===== src/rtl/aes128_cbc_ctrl.sv =====
`default_nettype none
// ============================================================================
// aes128_cbc_ctrl : CBC/ECB block sequencer driving aes128_core.   Rev 1.0
// ============================================================================
module aes128_cbc_ctrl #(
  parameter logic CHAIN_EN = 1'b1,
  parameter int   CNT_W    = 32
) (
  input  logic             clk,
  input  logic             rst_n,
  input  logic             key_valid_i,
  input  logic [127:0]     key_i,
  input  logic             iv_valid_i,
  input  logic [127:0]     iv_i,
  output logic             cfg_ready_o,
  input  logic             mode_dec_i,
  input  logic             in_valid_i,
  output logic             in_ready_o,
  input  logic [127:0]     in_data_i,
  input  logic             in_last_i,
  output logic             out_valid_o,
  input  logic             out_ready_i,
  output logic [127:0]     out_data_o,
  output logic             out_last_o,
  output logic             core_start_enc_o,
  output logic             core_start_dec_o,
  output logic             core_load_key_o,
  output logic [127:0]     core_data_o,
  input  logic [127:0]     core_data_i,
  input  logic             core_ready_i,
  input  logic             core_done_i,
  output logic             busy_o,
  output logic [CNT_W-1:0] blk_cnt_o
);

  localparam logic [2:0] S_IDLE  = 3'd0;
  localparam logic [2:0] S_KEY   = 3'd1;
  localparam logic [2:0] S_ISSUE = 3'd2;
  localparam logic [2:0] S_WAIT  = 3'd3;
  localparam logic [2:0] S_OUT   = 3'd4;

  logic [2:0]       state_q, state_d;
  logic [127:0]     key_q, key_d;
  logic [127:0]     chain_q, chain_d;
  logic [127:0]     blk_q, blk_d;
  logic [127:0]     res_q, res_d;
  logic             last_q, last_d;
  logic             dec_q, dec_d;
  logic [CNT_W-1:0] cnt_q, cnt_d;

  logic             w_idle_rdy;
  logic             w_key_acc;
  logic             w_iv_acc;
  logic             w_in_rdy;
  logic             w_blk_acc;
  logic             w_start;
  logic [127:0]     w_issue_data;

  // Ready outputs are held low while reset is asserted, not only after it.
  assign w_idle_rdy = rst_n && (state_q == S_IDLE) && core_ready_i;
  assign w_key_acc  = w_idle_rdy && key_valid_i;
  assign w_iv_acc   = w_idle_rdy && !key_valid_i && iv_valid_i;
  assign w_in_rdy   = w_idle_rdy && !key_valid_i && !iv_valid_i;
  assign w_blk_acc  = w_in_rdy && in_valid_i;
  assign w_start    = (state_q == S_ISSUE) && core_ready_i;

  assign w_issue_data = (CHAIN_EN && !dec_q) ? (blk_q ^ chain_q) : blk_q;

  always_comb begin
    state_d = state_q;
    key_d   = key_q;
    chain_d = chain_q;
    blk_d   = blk_q;
    res_d   = res_q;
    last_d  = last_q;
    dec_d   = dec_q;
    cnt_d   = cnt_q;
    case (state_q)
      S_IDLE: begin
        if (w_key_acc) begin
          key_d   = key_i;
          state_d = S_KEY;
        end else if (w_iv_acc) begin
          chain_d = iv_i;
          cnt_d   = '0;
        end else if (w_blk_acc) begin
          blk_d   = in_data_i;
          last_d  = in_last_i;
          dec_d   = mode_dec_i;
          state_d = S_ISSUE;
        end
      end
      S_KEY: begin
        key_d   = '0;
        state_d = S_IDLE;
      end
      S_ISSUE: begin
        if (core_ready_i) begin
          state_d = S_WAIT;
        end
      end
      S_WAIT: begin
        if (core_done_i) begin
          if (dec_q) begin
            res_d = CHAIN_EN ? (core_data_i ^ chain_q) : core_data_i;
            if (CHAIN_EN) begin
              chain_d = blk_q;
            end
          end else begin
            res_d = core_data_i;
            if (CHAIN_EN) begin
              chain_d = core_data_i;
            end
          end
          state_d = S_OUT;
        end
      end
      S_OUT: begin
        if (out_ready_i) begin
          cnt_d   = cnt_q + CNT_W'(1);
          state_d = S_IDLE;
        end
      end
      default: begin
        state_d = S_IDLE;
      end
    endcase
  end

  always_ff @(posedge clk or negedge rst_n) begin
    if (!rst_n) begin
      state_q <= S_IDLE;
      key_q   <= '0;
      chain_q <= '0;
      blk_q   <= '0;
      res_q   <= '0;
      last_q  <= 1'b0;
      dec_q   <= 1'b0;
      cnt_q   <= '0;
    end else begin
      state_q <= state_d;
      key_q   <= key_d;
      chain_q <= chain_d;
      blk_q   <= blk_d;
      res_q   <= res_d;
      last_q  <= last_d;
      dec_q   <= dec_d;
      cnt_q   <= cnt_d;
    end
  end

  always_comb begin
    core_data_o = '0;
    case (state_q)
      S_KEY:          core_data_o = key_q;
      S_ISSUE, S_WAIT: core_data_o = w_issue_data;
      default:        core_data_o = '0;
    endcase
  end

  assign cfg_ready_o      = w_idle_rdy && (key_valid_i || iv_valid_i);
  assign in_ready_o       = w_in_rdy;
  assign core_load_key_o  = (state_q == S_KEY);
  assign core_start_enc_o = w_start && !dec_q;
  assign core_start_dec_o = w_start && dec_q;
  assign out_valid_o      = (state_q == S_OUT);
  assign out_data_o       = out_valid_o ? res_q : '0;
  assign out_last_o       = out_valid_o && last_q;
  assign busy_o           = (state_q != S_IDLE);
  assign blk_cnt_o        = cnt_q;

endmodule
`default_nettype wire


===== config.mk =====
export PLATFORM = sky130hd
export DESIGN_NAME = aes128_cbc_ctrl
export DESIGN_NICKNAME = d
export VERILOG_FILES = /design/src/rtl/aes128_cbc_ctrl.sv
export SDC_FILE = /design/constraint.sdc
export NUM_CORES = 1
export LEC_CHECK = 0
export BUFFER_PORTS_ARGS = -buffer_cell sky130_fd_sc_hd__buf_2
export CORE_AREA = 2 2 318 320
export DETAILED_ROUTE_END_ITERATION = 7
export DIE_AREA = 0 0 320 322
export PLACE_DENSITY = 0.52
export SETUP_SLACK_MARGIN = 0.5
export SLEW_MARGIN = 20
export SYNTH_ARGS = -nofsm -noshare
export SYNTH_HDL_FRONTEND = slang
export SYNTH_SLANG_ARGS = --single-unit
export TNS_END_PERCENT = 100

===== constraint.sdc =====
create_clock -name clk -period 2.26 [get_ports clk]
set_input_delay 0.113 -clock clk [delete_from_list [all_inputs] [get_ports clk]]
set_output_delay 0.113 -clock clk [all_outputs]
set_load 0.02 [all_outputs]

==> results.py <==
metrics = {
    "outcome": {
        "status": "complete, but fails checks",
        "violations": "negative hold slack, negative setup slack",
    },
    "clocking": {
        "cts_root_buffer": "clkbuf_16",
        "clockBufferDepth": 3,
        "clkLatencyLatePin_ps": 650,
        "h-tree-depth": 3,
        "clk_pin_slew_ps": 60,
        "cts_hold_buf": 519,
        "cts_tree": "yes",
        "cts_buffers": 70,
        "clock-sinks": 549,
    },
    "sta": {
        "fmax_mhz": 409,
        "fin_crit_sh_pct": 108,
        "rsz0062_at_grt": "yes",
        "hold_viol_final": 189,
        "skew_ps": 37.0,
        "whs_ps": -678,
        "period_needed_ps": 2450,
        "maxSlewHeadroom_pct": 22.9,
        "tightest_slew_ps": 1160,
        "setup_slack_ps": -186,
        "setup_viol": 263,
        "slew_viol_final": 0,
    },
    "synthesis": {
        "synth-xor-area-share_pct": 8.38,
        "synth_seq_cells": 549,
        "synth_warnings": 0,
        "syn-cell-area_mm2": 0.0290,
        "synth_area_leaders": "dfrtp_1 (47%), nand2_1 (12%), o21ai_0 (8.4%)",
        "yosysTopAreaCellShare_pct": 47.4,
        "synthArstFlopShare_pct": 100,
        "ys_seq_area_share_pct": 47.4,
        "synth_edf_count": 0,
        "synth_top_family_by_area": "simple AND/OR/NAND/NOR gates",
        "synthAdderAreaFrac_pct": 0.0432,
        "yosysTopAreaCell": "dfrtp_1",
        "yosys.area_share.simple_pct": 21.8,
        "synth-compound-area-share_pct": 9.41,
        "yosys_most_used_dff": "dfrtp_1",
        "muxShareOfSynthArea_pct": 9.52,
        "syn_inst": 3269,
        "yosysUniqueCellTypes": 46,
        "synthesis.nets": 3792,
        "synth.avg_cell_area_um2": 8.86,
    },
    "routing": {
        "dr.pass1.iters": 8,
        "vias": 28800,
        "drcViolationCount": 0,
        "ant_nets": 0,
        "wl_um": 131000,
        "initialDrtViolationCount": 2128,
        "vias_per_cell": 4.81,
        "routedWlPerCell_um": 21.9,
    },
    "worst_setup_path": {
        "crit_start": "state_q[1]",
        "cp.arrival_ps": 2330,
        "worst-setup-path-type": "reg -> out",
        "critical_path.max_stage_delay_ps": 440,
        "required_ps": 2150,
        "start_kind": "register",
        "r2r-start": "state_q[1]",
        "slowest_stage": "or3_4",
        "critPathBufInv": 4,
        "cp-end-kind": "output port",
        "crit_chain": "or3_4 -> inv_12 -> buf_16 -> clkbuf_16 -> nand2_1 -> o21ai_1 -> buf_4",
        "cpLargestDelayFamily": "buffers and inverters",
        "crit_fanout": 11,
    },
    "floorplanning": {
        "core_mm2": 0.0996,
        "die_h_um": 322,
        "rows": 116,
        "dieWidth_um": 320,
        "die_area_mm2": 0.103,
        "io-pin-count": 818,
        "start_util_pct": 29.1,
    },
    "power_and_ir_drop": {
        "powerDensity_mw_per_mm2": 1170,
        "p_leak_uw": 0.0217,
        "peakVddDrop_v": 0.000804,
    },
    "placed_design": {
        "place_congestion": 0.929,
        "port_buffers": 817,
        "dp_hpwl_um": 82300,
        "placed_cell_area_mm2": 0.0352,
    },
    "run": {
        "cap_violations": 0,
    },
    "finish": {
        "fillerInstances": 9389,
        "final_area_mm2": 0.0461,
        "drive_above_1_share_pct": 31.5,
        "nets": 5150,
        "fin_util_pct": 46.3,
        "synthToLayoutAreaGrowth_pct": 59.3,
    },
    "grt": {
        "grt_pass1_wl_um": 177000,
        "groute.usage.overall_pct": 22.7,
        "antenna_found_initial": 16,
        "grt_pass1_vias": 27900,
        "grt_max_degree": 139,
        "overflow": 0,
    },
    "worst_hold_path": {
        "hold_class": "in -> async",
    },
}
## logic make-up (layout without fill, tap and decap cells)
family / Yosys count / after routing
xor+xnor: 277 / 277
compound gates: 539 / 539
mux: 259 / 259
simple gates: 1400 / 1400
flops: 549 / 549
fa+ha+maj: 1 / 1
buf+inv: 244 / 1658
other cells: 0 / 10
## cells in the mapped netlist, types with 2 or more instances
master,n
nand2_1,913
and4_1,2
a21o_1,2
inv_1,8
xnor2_1,148
nor3_1,6
nor2_1,32
buf_4,4
dfrtp_1,549
buf_2,26
nor2b_1,133
nand4_1,7
o21ai_1,35
o21ai_0,487
nor4_1,9
clkbuf_1,186
nor4b_1,2
xor2_1,129
mux2i_1,128
and2_1,129
mux2_2,131
a21oi_1,7
nor3b_1,2
and3_1,6
buf_1,15
buf_6,5
or4_1,2
and3_2,2
or3_1,8
a31oi_1,3
nand3_1,138
## stage by stage
stage | setup TNS [ps] | hold slack [ps] | total power (uW) | std cells | worst slack, ps
after floorplan | 0 | -183 | 29900 | 3269 | 269
after global placement | 0 | -37.2 | 37400 | 5245 | 157
after detailed placement | 0 | -36.7 | 37600 | 5245 | 93.7
after CTS | -30620 | -731 | 52400 | 5920 | -201
after global routing | -49010 | -723 | 57100 | 5991 | -274
final | -21530 | -678 | 54000 | 5991 | -186
## path summary, 6_finish.rpt
kind | endpoint | slack, ps | depth (start not counted)
max in group asynchronous | blk_q[55] | 1420 | 3
worst min-delay path | key_q[0] | -680 | 1
worst max-delay path | core_data_o[99] | -190 | 7
worst min register to register | res_q[89] | 470 | 2
min in group clk | state_q[2] | 60 | 4
worst max register to register | blk_q[92] | -70 | 10
## repair_timing
action / CTS / global route
endpoints found under the setup margin: 733 / 753
gates resized for setup: 284 / 376
cloned: 10 / 35
setup buffers: 18 / 26
endpoints found under the hold margin: 765 / 189
pin swaps: 12 / 14
## power breakdown
group / switching, uW / internal (uW)
clock network: 4690 / 6770
logic: 13400 / 11400
registers: 3490 / 14300
## metal layers
| layer | vias to the layer above | track usage [%] | part of all wire [%] | wire (um) |
|---|---|---|---|---|
| met5 | - | 0 | 0.043 | 57 |
| met4 | 8 | 11.9 | 5.4 | 7040 |
| met3 | 371 | 4.90 | 6.7 | 8780 |
| met2 | 1228 | 36.1 | 47 | 62000 |
| met1 | 13700 | 28.8 | 41 | 53600 |
| li1 | 13500 | - | - | - |
## state kept, by name (all words and copies together), names as in the netlist
register   cells
blk_q        128
last_q         1
chain_q      128
state_q        3
dec_q          1
res_q        128
key_q        128
blk_cnt_o     32
## final cells by class
type / instances / area, um2 / share of cell area [%]
Multi-Input combinational cell: 2476 / 15100 / 32.6
Sequential cell: 549 / 13800 / 29.8
Timing Repair Buffer: 1522 / 13300 / 28.8
Clock buffer: 105 / 2100 / 4.54
Tap cell: 1298 / 1620 / 3.52
Clock inverter: 23 / 221 / 0.480
Inverter: 8 / 42.5 / 0.0922
Antenna cell: 10 / 25.0 / 0.0542
## cells in the final DEF, fill, tap and decap left out, types with 29 or more instances in the layout
| cell | count |
|---|---|
| o21ai_2 | 32 |
| xnor2_1 | 119 |
| nand3_1 | 134 |
| dlygate4sd3_1 | 517 |
| xor2_1 | 129 |
| buf_12 | 49 |
| o21ai_1 | 206 |
| buf_2 | 617 |
| clkbuf_16 | 96 |
| nor2_1 | 29 |
| buf_4 | 157 |
| and2_1 | 71 |
| and2_4 | 58 |
| nor2b_1 | 107 |
| buf_6 | 118 |
| dfrtp_1 | 526 |
| nand2_1 | 890 |
| o21ai_0 | 281 |
| mux2i_1 | 128 |
| mux2_2 | 130 |
| xnor2_2 | 29 |
Note: power is estimated with default switching activity, not from simulation.
